File: config.mk
export PLATFORM = sky130hd
export DESIGN_NAME = rx_gen
export DESIGN_NICKNAME = d
export VERILOG_FILES = /design/src/rtl/rx_gen.sv
export SDC_FILE = /design/constraint.sdc
export NUM_CORES = 1
export LEC_CHECK = 0
export CAP_MARGIN = 20
export CORE_MARGIN = 4
export CORE_UTILIZATION = 34
export CTS_BUF_LIST = sky130_fd_sc_hd__clkbuf_4 sky130_fd_sc_hd__clkbuf_8
export CTS_CLUSTER_DIAMETER = 40
export DETAILED_ROUTE_END_ITERATION = 8
export GPL_TIMING_DRIVEN = 0
export HOLD_SLACK_MARGIN = 0.08
export PLACE_DENSITY_LB_ADDON = 0.2
export SYNTH_ARGS = -nofsm -noshare
export SYNTH_HDL_FRONTEND = slang
export SYNTH_SLANG_ARGS = --single-unit
export TNS_END_PERCENT = 50
File: constraint.sdc
create_clock -name clk -period 2.75 [get_ports clk]
set_clock_uncertainty 0.2 [all_clocks]
set_input_delay 0.825 -clock clk [delete_from_list [all_inputs] [get_ports clk]]
set_output_delay 0.825 -clock clk [all_outputs]
set_load 0.01 [all_outputs]
File: src/rtl/rx_gen.sv
`default_nettype none
// +--------------------------------------------------------------------------+
// | Module      : rx_gen                                                     |
// | Description : Asynchronous serial receiver. Idle-high line, LSB first,   |
// |               5..9 data bits, optional odd/even parity, 1 or 2 stop      |
// |               bits, parity/framing error flags and break detection.      |
// | Option      : RX_GEN_MAJORITY_EN - 2-of-3 majority vote per bit taken    |
// |               over centre-1, centre and centre+1 samples.                |
// | Revision    : 1.0 - initial release                                      |
// +--------------------------------------------------------------------------+
module rx_gen #(
  parameter int CLK_FREQUENCY = 100000000,
  parameter int BAUD_RATE     = 19200,
  parameter int DATA_BITS     = 8,
  parameter int STOP_BITS     = 1
) (
  input  logic                 clk,
  input  logic                 rst,
  input  logic                 rx_in,
  input  logic                 parity_en,
  input  logic                 odd,
  output logic [DATA_BITS-1:0] dout,
  output logic                 busy,
  output logic                 data_strobe,
  output logic                 parity_error,
  output logic                 framing_error
);

  // Bit timing. CLOCKS_PER_BIT must be at least 4 so that half a bit minus
  // one (the start-bit sample point) is a positive count.
  localparam int CLOCKS_PER_BIT = CLK_FREQUENCY / BAUD_RATE;
  localparam int HALF_BIT       = CLOCKS_PER_BIT / 2;
  localparam int TIMER_W        = $clog2(CLOCKS_PER_BIT);
  localparam int IDX_W          = $clog2(DATA_BITS + 1);

`ifdef RX_GEN_MAJORITY_EN
  // The vote needs the centre+1 sample, so every decision lands one cycle later.
  localparam int SAMPLE_DELAY = 1;
`else
  localparam int SAMPLE_DELAY = 0;
`endif

  localparam logic [TIMER_W-1:0] C_START_SAMPLE = TIMER_W'(HALF_BIT - 1 + SAMPLE_DELAY);
  localparam logic [TIMER_W-1:0] C_BIT_LAST     = TIMER_W'(CLOCKS_PER_BIT - 1);
  localparam logic [TIMER_W-1:0] C_TAIL_LAST    = TIMER_W'(HALF_BIT - 1);
  localparam logic [IDX_W-1:0]   C_DATA_LAST    = IDX_W'(DATA_BITS - 1);
  localparam logic [IDX_W-1:0]   C_STOP_LAST    = IDX_W'(STOP_BITS - 1);

  typedef enum logic [2:0] {
    S_IDLE   = 3'd0,
    S_START  = 3'd1,
    S_DATA   = 3'd2,
    S_PARITY = 3'd3,
    S_STOP   = 3'd4,
    S_BREAK  = 3'd5
  } state_t;

  state_t               state_q;
  logic [TIMER_W-1:0]   timer_q;
  logic [IDX_W-1:0]     idx_q;
  logic [DATA_BITS-1:0] shift_q;
  logic                 rx_q;
  logic                 rx_prev_q;
  logic                 seen_high_q;
  logic                 par_en_q;
  logic                 odd_q;
  logic                 par_err_q;
  logic                 frame_err_q;
  logic                 tail_q;
  logic [DATA_BITS-1:0] dout_q;
  logic                 busy_q;
  logic                 strobe_q;
  logic                 parity_error_q;
  logic                 framing_error_q;

  logic                 sample_bit;
  logic                 start_edge;

  // Register the line once; the previous value gives the falling-edge detector.
  always_ff @(posedge clk) begin
    if (rst) begin
      rx_q      <= 1'b0;
      rx_prev_q <= 1'b0;
    end else begin
      rx_q      <= rx_in;
      rx_prev_q <= rx_q;
    end
  end

`ifdef RX_GEN_MAJORITY_EN
  logic rx_prev2_q;

  // One more history stage so the oldest of the three votes is available.
  always_ff @(posedge clk) begin
    if (rst) begin
      rx_prev2_q <= 1'b0;
    end else begin
      rx_prev2_q <= rx_prev_q;
    end
  end

  // At the decision point rx_q is centre+1, rx_prev_q centre, rx_prev2_q centre-1.
  assign sample_bit = (rx_q & rx_prev_q) | (rx_q & rx_prev2_q) | (rx_prev_q & rx_prev2_q);
`else
  assign sample_bit = rx_q;
`endif

  // A start is only recognised on a genuine high-to-low transition after the
  // line has been seen idle at least once since reset.
  assign start_edge = seen_high_q & rx_prev_q & ~rx_q;

  // Receive state machine: bit timing, sampling, shifting and result registers.
  always_ff @(posedge clk) begin
    if (rst) begin
      state_q         <= S_IDLE;
      timer_q         <= '0;
      idx_q           <= '0;
      shift_q         <= '0;
      seen_high_q     <= 1'b0;
      par_en_q        <= 1'b0;
      odd_q           <= 1'b0;
      par_err_q       <= 1'b0;
      frame_err_q     <= 1'b0;
      tail_q          <= 1'b0;
      dout_q          <= '0;
      busy_q          <= 1'b0;
      strobe_q        <= 1'b0;
      parity_error_q  <= 1'b0;
      framing_error_q <= 1'b0;
    end else begin
      strobe_q <= 1'b0;
      if (rx_q) begin
        seen_high_q <= 1'b1;
      end

      case (state_q)
        S_IDLE: begin
          timer_q <= '0;
          idx_q   <= '0;
          if (start_edge) begin
            // Framing options are frozen for the whole character here.
            state_q     <= S_START;
            busy_q      <= 1'b1;
            par_en_q    <= parity_en;
            odd_q       <= odd;
            par_err_q   <= 1'b0;
            frame_err_q <= 1'b0;
            tail_q      <= 1'b0;
          end
        end

        S_START: begin
          if (timer_q == C_START_SAMPLE) begin
            timer_q <= '0;
            if (sample_bit) begin
              // Line back high at mid start bit: treat as a glitch.
              state_q <= S_IDLE;
              busy_q  <= 1'b0;
            end else begin
              state_q <= S_DATA;
            end
          end else begin
            timer_q <= timer_q + 1'b1;
          end
        end

        S_DATA: begin
          if (timer_q == C_BIT_LAST) begin
            timer_q <= '0;
            shift_q <= {sample_bit, shift_q[DATA_BITS-1:1]};
            if (idx_q == C_DATA_LAST) begin
              idx_q   <= '0;
              state_q <= par_en_q ? S_PARITY : S_STOP;
            end else begin
              idx_q <= idx_q + 1'b1;
            end
          end else begin
            timer_q <= timer_q + 1'b1;
          end
        end

        S_PARITY: begin
          if (timer_q == C_BIT_LAST) begin
            timer_q   <= '0;
            par_err_q <= sample_bit != ((^shift_q) ^ odd_q);
            state_q   <= S_STOP;
          end else begin
            timer_q <= timer_q + 1'b1;
          end
        end

        S_STOP: begin
          if (tail_q) begin
            // Hold busy for the remaining half of the final stop bit.
            if (timer_q == C_TAIL_LAST) begin
              timer_q <= '0;
              tail_q  <= 1'b0;
              state_q <= S_IDLE;
              busy_q  <= 1'b0;
            end else begin
              timer_q <= timer_q + 1'b1;
            end
          end else if (timer_q == C_BIT_LAST) begin
            timer_q <= '0;
            if (idx_q == C_STOP_LAST) begin
              idx_q           <= '0;
              dout_q          <= shift_q;
              parity_error_q  <= par_err_q;
              framing_error_q <= frame_err_q | ~sample_bit;
              strobe_q        <= 1'b1;
              if (sample_bit) begin
                tail_q <= 1'b1;
              end else begin
                state_q <= S_BREAK;
              end
            end else begin
              frame_err_q <= frame_err_q | ~sample_bit;
              idx_q       <= idx_q + 1'b1;
            end
          end else begin
            timer_q <= timer_q + 1'b1;
          end
        end

        S_BREAK: begin
          // Line held low past the stop bit: wait for it to return idle.
          timer_q <= '0;
          if (rx_q) begin
            state_q <= S_IDLE;
            busy_q  <= 1'b0;
          end
        end

        default: begin
          state_q <= S_IDLE;
          busy_q  <= 1'b0;
          timer_q <= '0;
          idx_q   <= '0;
        end
      endcase
    end
  end

  assign dout          = dout_q;
  assign busy          = busy_q;
  assign data_strobe   = strobe_q;
  assign parity_error  = parity_error_q;
  assign framing_error = framing_error_q;

endmodule
`default_nettype wire

==> reports/metrics.yaml, run 1 <==
worst_hold_path:
  worstHoldPathType: "register to register"
  worst_hold_startpoint: "frame_err_q$_SDFFE_PP0P_"
routing:
  num_vias: 1995
  detail_route.iter0.violations: 115
  wire_per_inst_um: 13.71
  antenna_left: 0
  drc: 0
  drt-pass1-iter-count: 4
  postRouteWirelength_um: 5332
  post_drt_via_cell_ratio: 5.129
clocking:
  later_pin_clock_latency_in_the_skew_report_ns: 0.31
  cts_buffer_depth: 2
  cts_tree: "done"
  clock_sinks: 48
  clkSlewWorstSetupHoldPaths_ns: 0.09
  setup_fix_bufs_post_cts: 0
  root_buffer: "sky130_fd_sc_hd__clkbuf_8"
  cts_resized: 0
  cts_buffers: 5
  cts_htree_levels: 2
  cts_hold_repair.buffers: 0
power:
  vdd_drop_max_mv: 0.2450
  p_per_area_nw_per_um2: 545.9
  leakagePower_nw: 0.8693
die:
  ioPinCount: 17
  chipWidth_um: 93.06
  area_of_the_die_um2: 8660
  design.core.area_um2: 6907
  die_height_um: 93.06
  std_cell_rows: 30
  floorplan.initialDensity: 0.3562
placed_design:
  gp_congestion: 0.8170
  setup_ws_pre_cts_ns: 0.5244
  port_buffers: 15
  placed_wire_length_estimate_after_detailed_placement_um: 3854
finish:
  leading_cell_types_in_the_layout_fill_and_taps_excluded: "sky130_fd_sc_hd__dfxtp_1, sky130_fd_sc_hd__a21oi_1, sky130_fd_sc_hd__nand2_1"
  antennaDiodeCount: 0
  proportion_of_layout_cells_with_a_drive_suffix_above_1: 0.1365
  mostFrequentLayoutCell: "sky130_fd_sc_hd__dfxtp_1"
  flow.area_growth_from_synthesis_pct: 15.67
  final_nets: 300
  final_core_util: 0.4120
timing:
  grt_setup_unrepaired: "no"
  timing.final.max_slew_violations: 0
  timing.fmax_mhz: 439.2
  setup_violations: 0
  crit_path_time_final_ns: 2.277
  worst_slack_ns: 0.4733
  period_utilization_post_route: 0.8279
  tightest_slew_ns: 0.6484
  fin_setup_tns_ns: 0
  max-slew-margin-rel: 0.5609
  hold_viol: 0
synthesis:
  fraction_of_post_synthesis_cell_area_in_the_top_cell_type_by_area: 0.3906
  syn_inst: 270
  synth_enable_flop_cells: 0
  syn_avg_cell_area_um2: 9.111
  synthDistinctLibCells: 59
  share_of_synthesized_cell_area_in_and_or_nand_and_nor_gates: 0.2869
  synthesized_area_fraction_occupied_by_ao_oa_aoi_and_oai_cells: 0.1556
  synth_sequential_area_ratio: 0.3906
  synthesis.nets: 278
  combined_area_of_all_synthesized_cells_um2: 2460
  post_synth_top_area_cell: "sky130_fd_sc_hd__dfxtp_1"
  synth_seq_cells: 48
  synth_top_family_by_area: "simple AND/OR/NAND/NOR gates"
  synthXorXnorAreaFrac: 0.07121
  synth_warnings: 0
  synthMuxAreaShare: 0.04069
  synth_top_cells_by_area: "sky130_fd_sc_hd__dfxtp_1, sky130_fd_sc_hd__xnor2_1, sky130_fd_sc_hd__a21oi_1, sky130_fd_sc_hd__mux2i_1, sky130_fd_sc_hd__nor3_2"
  adder_and_majority_gate_portion_of_the_synthesized_area: 0.01526
  asyncSetResetFlopFracSynth: 0
  ys.flop_type: "sky130_fd_sc_hd__dfxtp_1"
global_route:
  grt_overflow_total: 0
  antenna_found_initial: 0
  grt_pass1_wl_um: 9335
  groute.usage.overall: 0.1308
  first_global_vias: 1836
  grt_max_degree: 17
job:
  max_cap_viol: 0
setup_path:
  worst_path_class_setup: "register to register"
  timing.critical_path.to_type: "register"
  critical_path_peak_fanout: 6
  critPathArrivalTime_ns: 2.24
  timing.critical_path.required_ns: 2.72
  cell_at_the_slowest_stage_of_the_critical_path: "sky130_fd_sc_hd__nor3b_1"
  critical_path.startpoint_type: "register"
  timing.critical_path.from: "idx_q[0]$_SDFFE_PP0P_"
  critical-path-max-stage-delay_ns: 0.45
  timing.rr.start: "idx_q[0]$_SDFFE_PP0P_"
  crit_path_cell_trace: "inv_1 > ha_1 > nor3b_1 > and4_1 > a211oi_2 > o311ai_1 > o41ai_1"
status:
  run_status: "complete, no violations"
power by group:
part           switching [mW]  leakage, nW  internal [mW]
logic                   0.202        0.427          0.100
registers              0.0146        0.387          0.706
clock network           0.256       0.0548          0.274
layer usage:
| layer | global-route usage | part of all wire | up-vias |
|---|---|---|---|
| met2 | 0.1842 | 0.42 | 34 |
| met1 | 0.2011 | 0.53 | 934 |
| met3 | 0.02816 | 0.039 | 6 |
| li1 | - | - | 1021 |
| met4 | 0.02930 | 0.0090 | 0 |
| met5 | 0 | 0 | - |
per-stage QoR:
stage	area, um2	total power, mW	cells	hold slack, ns
3_3_place_gp	2730	1.040	381	0.2607
3_5_place_dp	2730	1.037	381	0.2641
6_report	2845	1.553	389	0.2806
2_1_floorplan	2460	0.9651	270	0.2417
4_1_cts	2845	1.572	389	0.2848
5_1_grt	2845	1.628	389	0.3032
final cells by class:
class                           count  area (um2)
Fill cell                         719        4061
Buffer                             14       71.32
Tap cell                           96       120.1
Timing Repair Buffer               15       150.1
Multi-Input combinational cell    201        1401
Clock inverter                      3       46.29
Clock buffer                        5       68.82
Inverter                            7       26.28
Sequential cell                    48       960.9
flip-flops by register name, summed over array words and instances (netlist names):
| signal | count |
|---|---|
| parity_error | 1 |
| data_strobe | 1 |
| tail_q | 1 |
| framing_error | 1 |
| timer_q | 13 |
| shift_q | 8 |
| dout | 8 |
| odd_q | 1 |
| idx_q | 4 |
| par_en_q | 1 |
| seen_high_q | 1 |
| state_q | 3 |
| busy | 1 |
| rx_q | 1 |
| par_err_q | 1 |
| frame_err_q | 1 |
| rx_prev_q | 1 |
synthesized netlist by cell type, types with 2 or more instances:
| cell | count |
|---|---|
| sky130_fd_sc_hd__xor2_1 | 6 |
| sky130_fd_sc_hd__nand2b_1 | 3 |
| sky130_fd_sc_hd__nand3_1 | 19 |
| sky130_fd_sc_hd__or3_1 | 2 |
| sky130_fd_sc_hd__and3_1 | 2 |
| sky130_fd_sc_hd__mux2i_1 | 10 |
| sky130_fd_sc_hd__nand2_1 | 22 |
| sky130_fd_sc_hd__dfxtp_1 | 48 |
| sky130_fd_sc_hd__o311ai_1 | 3 |
| sky130_fd_sc_hd__and2_1 | 2 |
| sky130_fd_sc_hd__and4bb_4 | 2 |
| sky130_fd_sc_hd__a21oi_1 | 24 |
| sky130_fd_sc_hd__nand4_1 | 2 |
| sky130_fd_sc_hd__clkbuf_1 | 6 |
| sky130_fd_sc_hd__o22ai_1 | 2 |
| sky130_fd_sc_hd__o21ai_1 | 2 |
| sky130_fd_sc_hd__and4_1 | 4 |
| sky130_fd_sc_hd__o21ai_0 | 5 |
| sky130_fd_sc_hd__xnor2_1 | 14 |
| sky130_fd_sc_hd__buf_2 | 6 |
| sky130_fd_sc_hd__a31oi_1 | 2 |
| sky130_fd_sc_hd__nor3_1 | 2 |
| sky130_fd_sc_hd__o31ai_1 | 3 |
| sky130_fd_sc_hd__o41ai_1 | 2 |
| sky130_fd_sc_hd__ha_1 | 3 |
| sky130_fd_sc_hd__inv_1 | 7 |
| sky130_fd_sc_hd__nor2b_1 | 4 |
| sky130_fd_sc_hd__nor3_2 | 10 |
| sky130_fd_sc_hd__nor2_1 | 21 |
| sky130_fd_sc_hd__nor3b_1 | 2 |
| sky130_fd_sc_hd__and4bb_2 | 2 |
cells by family after synthesis:
group | count (synthesis)
XOR/XNOR | 20
adder cells (fa/ha/maj) | 3
buffers and inverters | 21
multiplexers | 10
AND/OR/NAND/NOR | 112
flip-flops | 48
AO/OA/AOI/OAI | 56
worst paths after layout:
path | cells past startpoint | endpoint | slack [ns]
setup / recovery | 7 | state_q[1]$_SDFFE_PP0P_ | 0.47
hold reg to reg | 2 | framing_error$_SDFFE_PP0P_ | 0.28
setup reg to reg | 7 | state_q[1]$_SDFFE_PP0P_ | 0.47
hold / removal | 2 | framing_error$_SDFFE_PP0P_ | 0.28
critical path, delay by kind of cell (launching register included):
kind,cells,cell delay [ns]
DFF,1,0.33
adders and majority gates,1,0.16
buffers and inverters,1,0.10
AOI/OAI and AO/OA,3,0.57
and+or+nand+nor,2,0.77
No activity file was read; power rests on OpenSTA's default activity.
==> run 2: changes to the inputs <==
clock period = 2.2 ns   (was 2.75 ns; I/O delays follow)
==> run 2 against run 1 <==
Die area unchanged. Cell count up 0.77%. Via count rose by 2.0%. Sequential share of layout area is 0.44 points lower. Maximum frequency is 8.0% higher. Register-to-register slack worse by 0.38 ns. Non-clock buffer count rose by 3. Critical path type unchanged. Critical endpoint is now dout[5]$_SDFFE_PP0P_. Largest cell class unchanged. Largest power group unchanged.
==> reports/metrics.yaml, run 2 (synthesis gave the netlist of run 1 again) <==
status:
  run_status: "complete, no violations"
worst_hold_path:
  worstHoldPathType: "register to register"
global_route:
  grt_max_degree: 17
  first_global_vias: 1846
  grt_pass1_wl_um: 9363
  groute.usage.overall: 0.1313
  grt_overflow_total: 0
  antenna_found_initial: 0
power:
  power.switching_mw: 0.5935
  power_frac_clock: 0.341
  vdd_drop_max_mv: 0.3073
  pwr-share-seq: 0.463
  fraction_of_power_spent_switching_nets: 0.3051
  internal_portion_of_total_power_mw: 1.352
  leakagePower_nw: 0.8838
  combPwrFrac: 0.195
  p_per_area_nw_per_um2: 672.2
finish:
  antennaDiodeCount: 0
  flow.area_growth_from_synthesis_pct: 17.65
  stdcell_count: 392
  final_design_area_no_fill_um2: 2894
  mostFrequentLayoutCell: "sky130_fd_sc_hd__dfxtp_1"
  proportion_of_layout_cells_with_a_drive_suffix_above_1: 0.1723
  regMostFlops: "timer_q"
  final_nets: 303
  largest_register_ff_count: 13
  leading_cell_types_in_the_layout_fill_and_taps_excluded: "sky130_fd_sc_hd__dfxtp_1, sky130_fd_sc_hd__a21oi_1, sky130_fd_sc_hd__nor2_1, sky130_fd_sc_hd__nand2_1, sky130_fd_sc_hd__nand3_1"
  fillCellCount: 720
routing:
  antenna_left: 0
  postRouteWirelength_um: 5454
  post_drt_via_cell_ratio: 5.189
  wire_per_inst_um: 13.91
  drt-pass1-iter-count: 4
  drc: 0
  num_vias: 2034
  detail_route.iter0.violations: 139
setup_path:
  timing.critical_path.required_ns: 2.18
  cell_at_the_slowest_stage_of_the_critical_path: "sky130_fd_sc_hd__or3b_4"
  timing.critical_path.to_type: "register"
  critPathArrivalTime_ns: 2.08
  critical-path-max-stage-delay_ns: 0.41
  crit_path_cell_trace: "inv_2 > ha_1 > or3b_4 > nor4_4 > buf_4 > mux2i_1 > nor2_1"
  critical_path_peak_fanout: 4
  critical_path.startpoint_type: "register"
  worst_path_dominant_cell_family: "simple AND/OR/NAND/NOR gates"
  worst_path_class_setup: "register to register"
  cp.buffers_inverters: 2
timing:
  setup_violations: 0
  holdWs_ns: 0.2801
  timing.final.max_slew_violations: 0
  tightest_slew_ns: 0.6249
  timing.fmax_mhz: 474.5
  hold_viol: 0
  period_utilization_post_route: 0.9579
  crit_path_time_final_ns: 2.107
  max-slew-margin-rel: 0.5768
  fin_setup_tns_ns: 0
clocking:
  later_pin_clock_latency_in_the_skew_report_ns: 0.31
  cts_tree: "done"
  cts_buffer_depth: 2
  cts_hold_repair.buffers: 0
  cts_htree_levels: 2
  cts_buffers: 5
  root_buffer: "sky130_fd_sc_hd__clkbuf_8"
  clock_sinks: 48
  clkSlewWorstSetupHoldPaths_ns: 0.09
die:
  std_cell_rows: 30
  ioPinCount: 17
  die_height_um: 93.06
  area_of_the_die_um2: 8660
  floorplan.initialDensity: 0.3562
  chipWidth_um: 93.06
  design.core.area_um2: 6907
job:
  max_cap_viol: 0
placed_design:
  placed_wire_length_estimate_after_detailed_placement_um: 3854
  dp.cells: 381
  gp_congestion: 0.8170
  detailed_place.area_um2: 2730
  port_buffers: 15
[run 2: power groups by stage]
| stage | clock [mW] | sequential, mW | combinational (mW) |
|---|---|---|---|
| after CTS | 0.686 | 0.901 | 0.378 |
| final | 0.664 | 0.902 | 0.380 |
| after global routing | 0.713 | 0.904 | 0.422 |
| after global placement | 0 | 0.920 | 0.380 |
| after floorplan | 0 | 0.918 | 0.288 |
| after detailed placement | 0 | 0.922 | 0.375 |
[run 2: final cells by class]
| cell class | count | area (um2) | area share |
|---|---|---|---|
| clock buffers | 5 | 68.82 | 0.02378 |
| plain buffers | 14 | 71.32 | 0.02464 |
| inverters | 7 | 26.28 | 0.009079 |
| well taps | 96 | 120.1 | 0.04150 |
| flip-flops and latches | 48 | 964.7 | 0.3333 |
| repair buffers | 18 | 172.7 | 0.05966 |
| clock inverters | 3 | 46.29 | 0.01600 |
| multi-input cells | 201 | 1424 | 0.4920 |
[run 2: final timing paths]
| kind | depth (start not counted) | endpoint | slack [ns] | startpoint |
|---|---|---|---|---|
| max reg2reg | 7 | dout[5]$_SDFFE_PP0P_ | 0.09 | idx_q[0]$_SDFFE_PP0P_ |
| max | 7 | dout[5]$_SDFFE_PP0P_ | 0.09 | idx_q[0]$_SDFFE_PP0P_ |
| min | 1 | timer_q[0]$_SDFF_PP0_ | 0.28 | timer_q[0]$_SDFF_PP0_ |
| min reg2reg | 1 | timer_q[0]$_SDFF_PP0_ | 0.28 | timer_q[0]$_SDFF_PP0_ |
[run 2: per-layer routing]
metal | vias up | part of all wire | global-route usage | wire length [um]
met5 | - | 0 | 0 | 0
met2 | 36 | 0.42 | 0.1860 | 2278
met3 | 4 | 0.034 | 0.02816 | 184
met4 | 0 | 0.0050 | 0.02930 | 27
li1 | 1028 | - | - | -
met1 | 966 | 0.54 | 0.2011 | 2963
[run 2: through the flow]
step / setup WS [ns] / total power [mW] / utilization
5_1_grt: -0.001871 / 2.039 / 0.4190
3_3_place_gp: -0.02470 / 1.300 / 0.3953
3_5_place_dp: -0.01708 / 1.296 / 0.3953
6_report: 0.09263 / 1.945 / 0.4190
4_1_cts: 0.01612 / 1.965 / 0.4141
2_1_floorplan: 0.2070 / 1.206 / -
[run 2: worst register-to-register path: cells and delay by family, from the launching register on]
family | cells | cell delay (ns)
flip-flops | 1 | 0.34
multiplexers | 1 | 0.18
buffers and inverters | 2 | 0.29
AND/OR/NAND/NOR | 3 | 0.83
adder cells (fa/ha/maj) | 1 | 0.15
[run 2: timing repair]
| item | in CTS | in global routing |
|---|---|---|
| gates cloned | 0 | 1 |
| resized for setup | 2 | 9 |
| setup buffers | 1 | 1 |
| setup endpoints to repair | 10 | 31 |
| pin swaps | 1 | 1 |
==> run 3: changes to the inputs <==
CORE_ASPECT_RATIO = 0.5   (was default)
==> run 3 against run 2 <==
Flip-flop and latch count unchanged. Utilization barely moved. First-iteration DRC count shrank 20%. Count of clock-buffer cells in the layout rose by 1. Die area up 0.95%. Sequential share of layout area is 0.41 points higher. Non-clock buffer count is the same. Clock power fell by 17%. Power shrank 5.8%. Final area is 0.82% lower. Critical path type unchanged.
==> reports/metrics.yaml, run 3 (synthesis gave the netlist of run 1 again) <==
finish:
  largest_register_ff_count: 13
  flow.area_growth_from_synthesis_pct: 16.68
  antennaDiodeCount: 0
  stdcell_count: 387
  mostFrequentLayoutCell: "sky130_fd_sc_hd__dfxtp_1"
  final_core_util: 0.4185
  multi_input_comb_area_um2: 1421
  leading_cell_types_in_the_layout_fill_and_taps_excluded: "sky130_fd_sc_hd__dfxtp_1, sky130_fd_sc_hd__a21oi_1, sky130_fd_sc_hd__nand2_1"
  regMostFlops: "timer_q"
  proportion_of_layout_cells_with_a_drive_suffix_above_1: 0.1695
  final_nets: 303
  register_area_um2: 968.4
  fillCellCount: 696
timing:
  setup_violations: 0
  hold_viol: 0
  fin_setup_tns_ns: 0
  tightest_slew_ns: 0.6300
  max-slew-margin-rel: 0.5734
  timing.final.max_slew_violations: 0
  crit_path_time_final_ns: 2.113
  worst_slack_ns: 0.08742
  period_utilization_post_route: 0.9603
  timing.fmax_mhz: 473.4
worst_hold_path:
  min_path_cells: 1
  worstHoldPathType: "register to register"
  worst_hold_startpoint: "timer_q[0]$_SDFF_PP0_"
  hold-path-endpoint: "timer_q[0]$_SDFF_PP0_"
power:
  vdd_drop_max_mv: 0.2672
  fraction_of_power_spent_switching_nets: 0.3125
  internal_portion_of_total_power_mw: 1.259
  pwr-share-seq: 0.492
  p_per_area_nw_per_um2: 638.1
  power_frac_clock: 0.300
  power.switching_mw: 0.5723
  combPwrFrac: 0.208
  leakagePower_nw: 0.8773
clocking:
  cts_hold_repair.buffers: 0
  cts_buffers: 5
  clkSlewWorstSetupHoldPaths_ns: 0.09
  cts_htree_levels: 2
  clock_sinks: 48
  cts_buffer_depth: 2
  cts_tree: "done"
  later_pin_clock_latency_in_the_skew_report_ns: 0.30
  root_buffer: "sky130_fd_sc_hd__clkbuf_8"
global_route:
  antenna_found_initial: 0
  grt_overflow_total: 0
  groute.usage.overall: 0.1398
  grt_pass1_wl_um: 9632
  first_global_vias: 1993
  grt_max_degree: 15
die:
  chipWidth_um: 128.3
  die_height_um: 68.15
  ioPinCount: 17
  floorplan.initialDensity: 0.3587
  design.core.area_um2: 6858
  std_cell_rows: 21
  area_of_the_die_um2: 8742
routing:
  post_drt_via_cell_ratio: 5.339
  wire_per_inst_um: 14.91
  drc: 0
  detail_route.iter0.violations: 111
  postRouteWirelength_um: 5771
  antenna_left: 0
  drt-pass1-iter-count: 4
  num_vias: 2066
job:
  max_cap_viol: 0
placed_design:
  port_buffers: 15
  gp_congestion: 0.8885
  dp.cells: 377
  placed_wire_length_estimate_after_detailed_placement_um: 3990
  setup_ws_pre_cts_ns: -0.06055
setup_path:
  critical_path.reg2reg.endpoint: "dout[3]$_SDFFE_PP0P_"
  timing.critical_path.required_ns: 2.18
  critical_path.startpoint_type: "register"
  r2r_setup_slack_ns: 0.09
  timing.rr.start: "idx_q[0]$_SDFFE_PP0P_"
  worst_path_class_setup: "register to register"
  critPathArrivalTime_ns: 2.10
  r2r.worst_path.cells: 7
  critical_path_peak_fanout: 5
  timing.critical_path.to_type: "register"
status:
  run_status: "complete, no violations"
[run 3: routing by layer]
layer / GRT usage / vias to the layer above / wire (um)
met3: 0.04365 / 5 / 298
met4: 0.04894 / 0 / 57
met1: 0.1754 / 993 / 2719
li1: - / 1024 / -
met2: 0.2306 / 44 / 2696
met5: 0 / - / 0
[run 3: through the flow]
step	hold WS [ns]	power, mW	area, um2
final	0.2643	1.832	2870
after detailed placement	0.2630	1.299	2725
after global placement	0.2644	1.293	2725
after CTS	0.2508	1.856	2828
after floorplan	0.2417	1.206	2460
after global routing	0.2799	1.939	2870
[run 3: final cells by class]
type / instances / area share
Clock inverter: 1 / 0.003051
Tap cell: 92 / 0.04010
Inverter: 7 / 0.009154
Sequential cell: 48 / 0.3374
Clock buffer: 6 / 0.02877
Timing Repair Buffer: 18 / 0.06146
Multi-Input combinational cell: 201 / 0.4952
Buffer: 14 / 0.02485
[run 3: timing repair]
item / 4_1_cts / 5_1_grt
gates resized for setup: 2 / 11
gates cloned: 0 / 1
endpoints found under the setup margin: 8 / 25
pin swaps: 1 / 2
endpoints found under the hold margin: 0 / 0
buffers inserted: 1 / 1
[run 3: worst max-delay path by stage]
stage                                endpoint                   from  slack (ns)
floorplan                dout[0]$_SDFFE_PP0P_  idx_q[0]$_SDFFE_PP0P_        0.21
global placement    parity_error$_SDFFE_PP0P_  timer_q[0]$_SDFF_PP0_       -0.05
detailed placement       dout[3]$_SDFFE_PP0P_  timer_q[0]$_SDFF_PP0_       -0.06
CTS                   state_q[1]$_SDFFE_PP0P_  idx_q[0]$_SDFFE_PP0P_       0.003
global route        parity_error$_SDFFE_PP0P_  idx_q[0]$_SDFFE_PP0P_       -0.02
finish                   dout[3]$_SDFFE_PP0P_  idx_q[0]$_SDFFE_PP0P_        0.09
[run 3: worst max-delay path, stage by stage, from the launching register on]
cell and delay [ns]:
sky130_fd_sc_hd__dfxtp_2 0.34, sky130_fd_sc_hd__inv_2 0.06, sky130_fd_sc_hd__ha_1 0.16, sky130_fd_sc_hd__or3b_4 0.41, sky130_fd_sc_hd__nor4_4 0.38, sky130_fd_sc_hd__buf_6 0.19, sky130_fd_sc_hd__mux2i_1 0.19, sky130_fd_sc_hd__nor2_1 0.05
[run 3: power by group through the flow]
| stage | registers [mW] | clock network [mW] | logic (mW) |
|---|---|---|---|
| final | 0.900 | 0.550 | 0.381 |
| after global routing | 0.903 | 0.614 | 0.423 |
| after CTS | 0.901 | 0.575 | 0.380 |
| after detailed placement | 0.921 | 0 | 0.378 |
| after global placement | 0.920 | 0 | 0.373 |
| after floorplan | 0.918 | 0 | 0.288 |
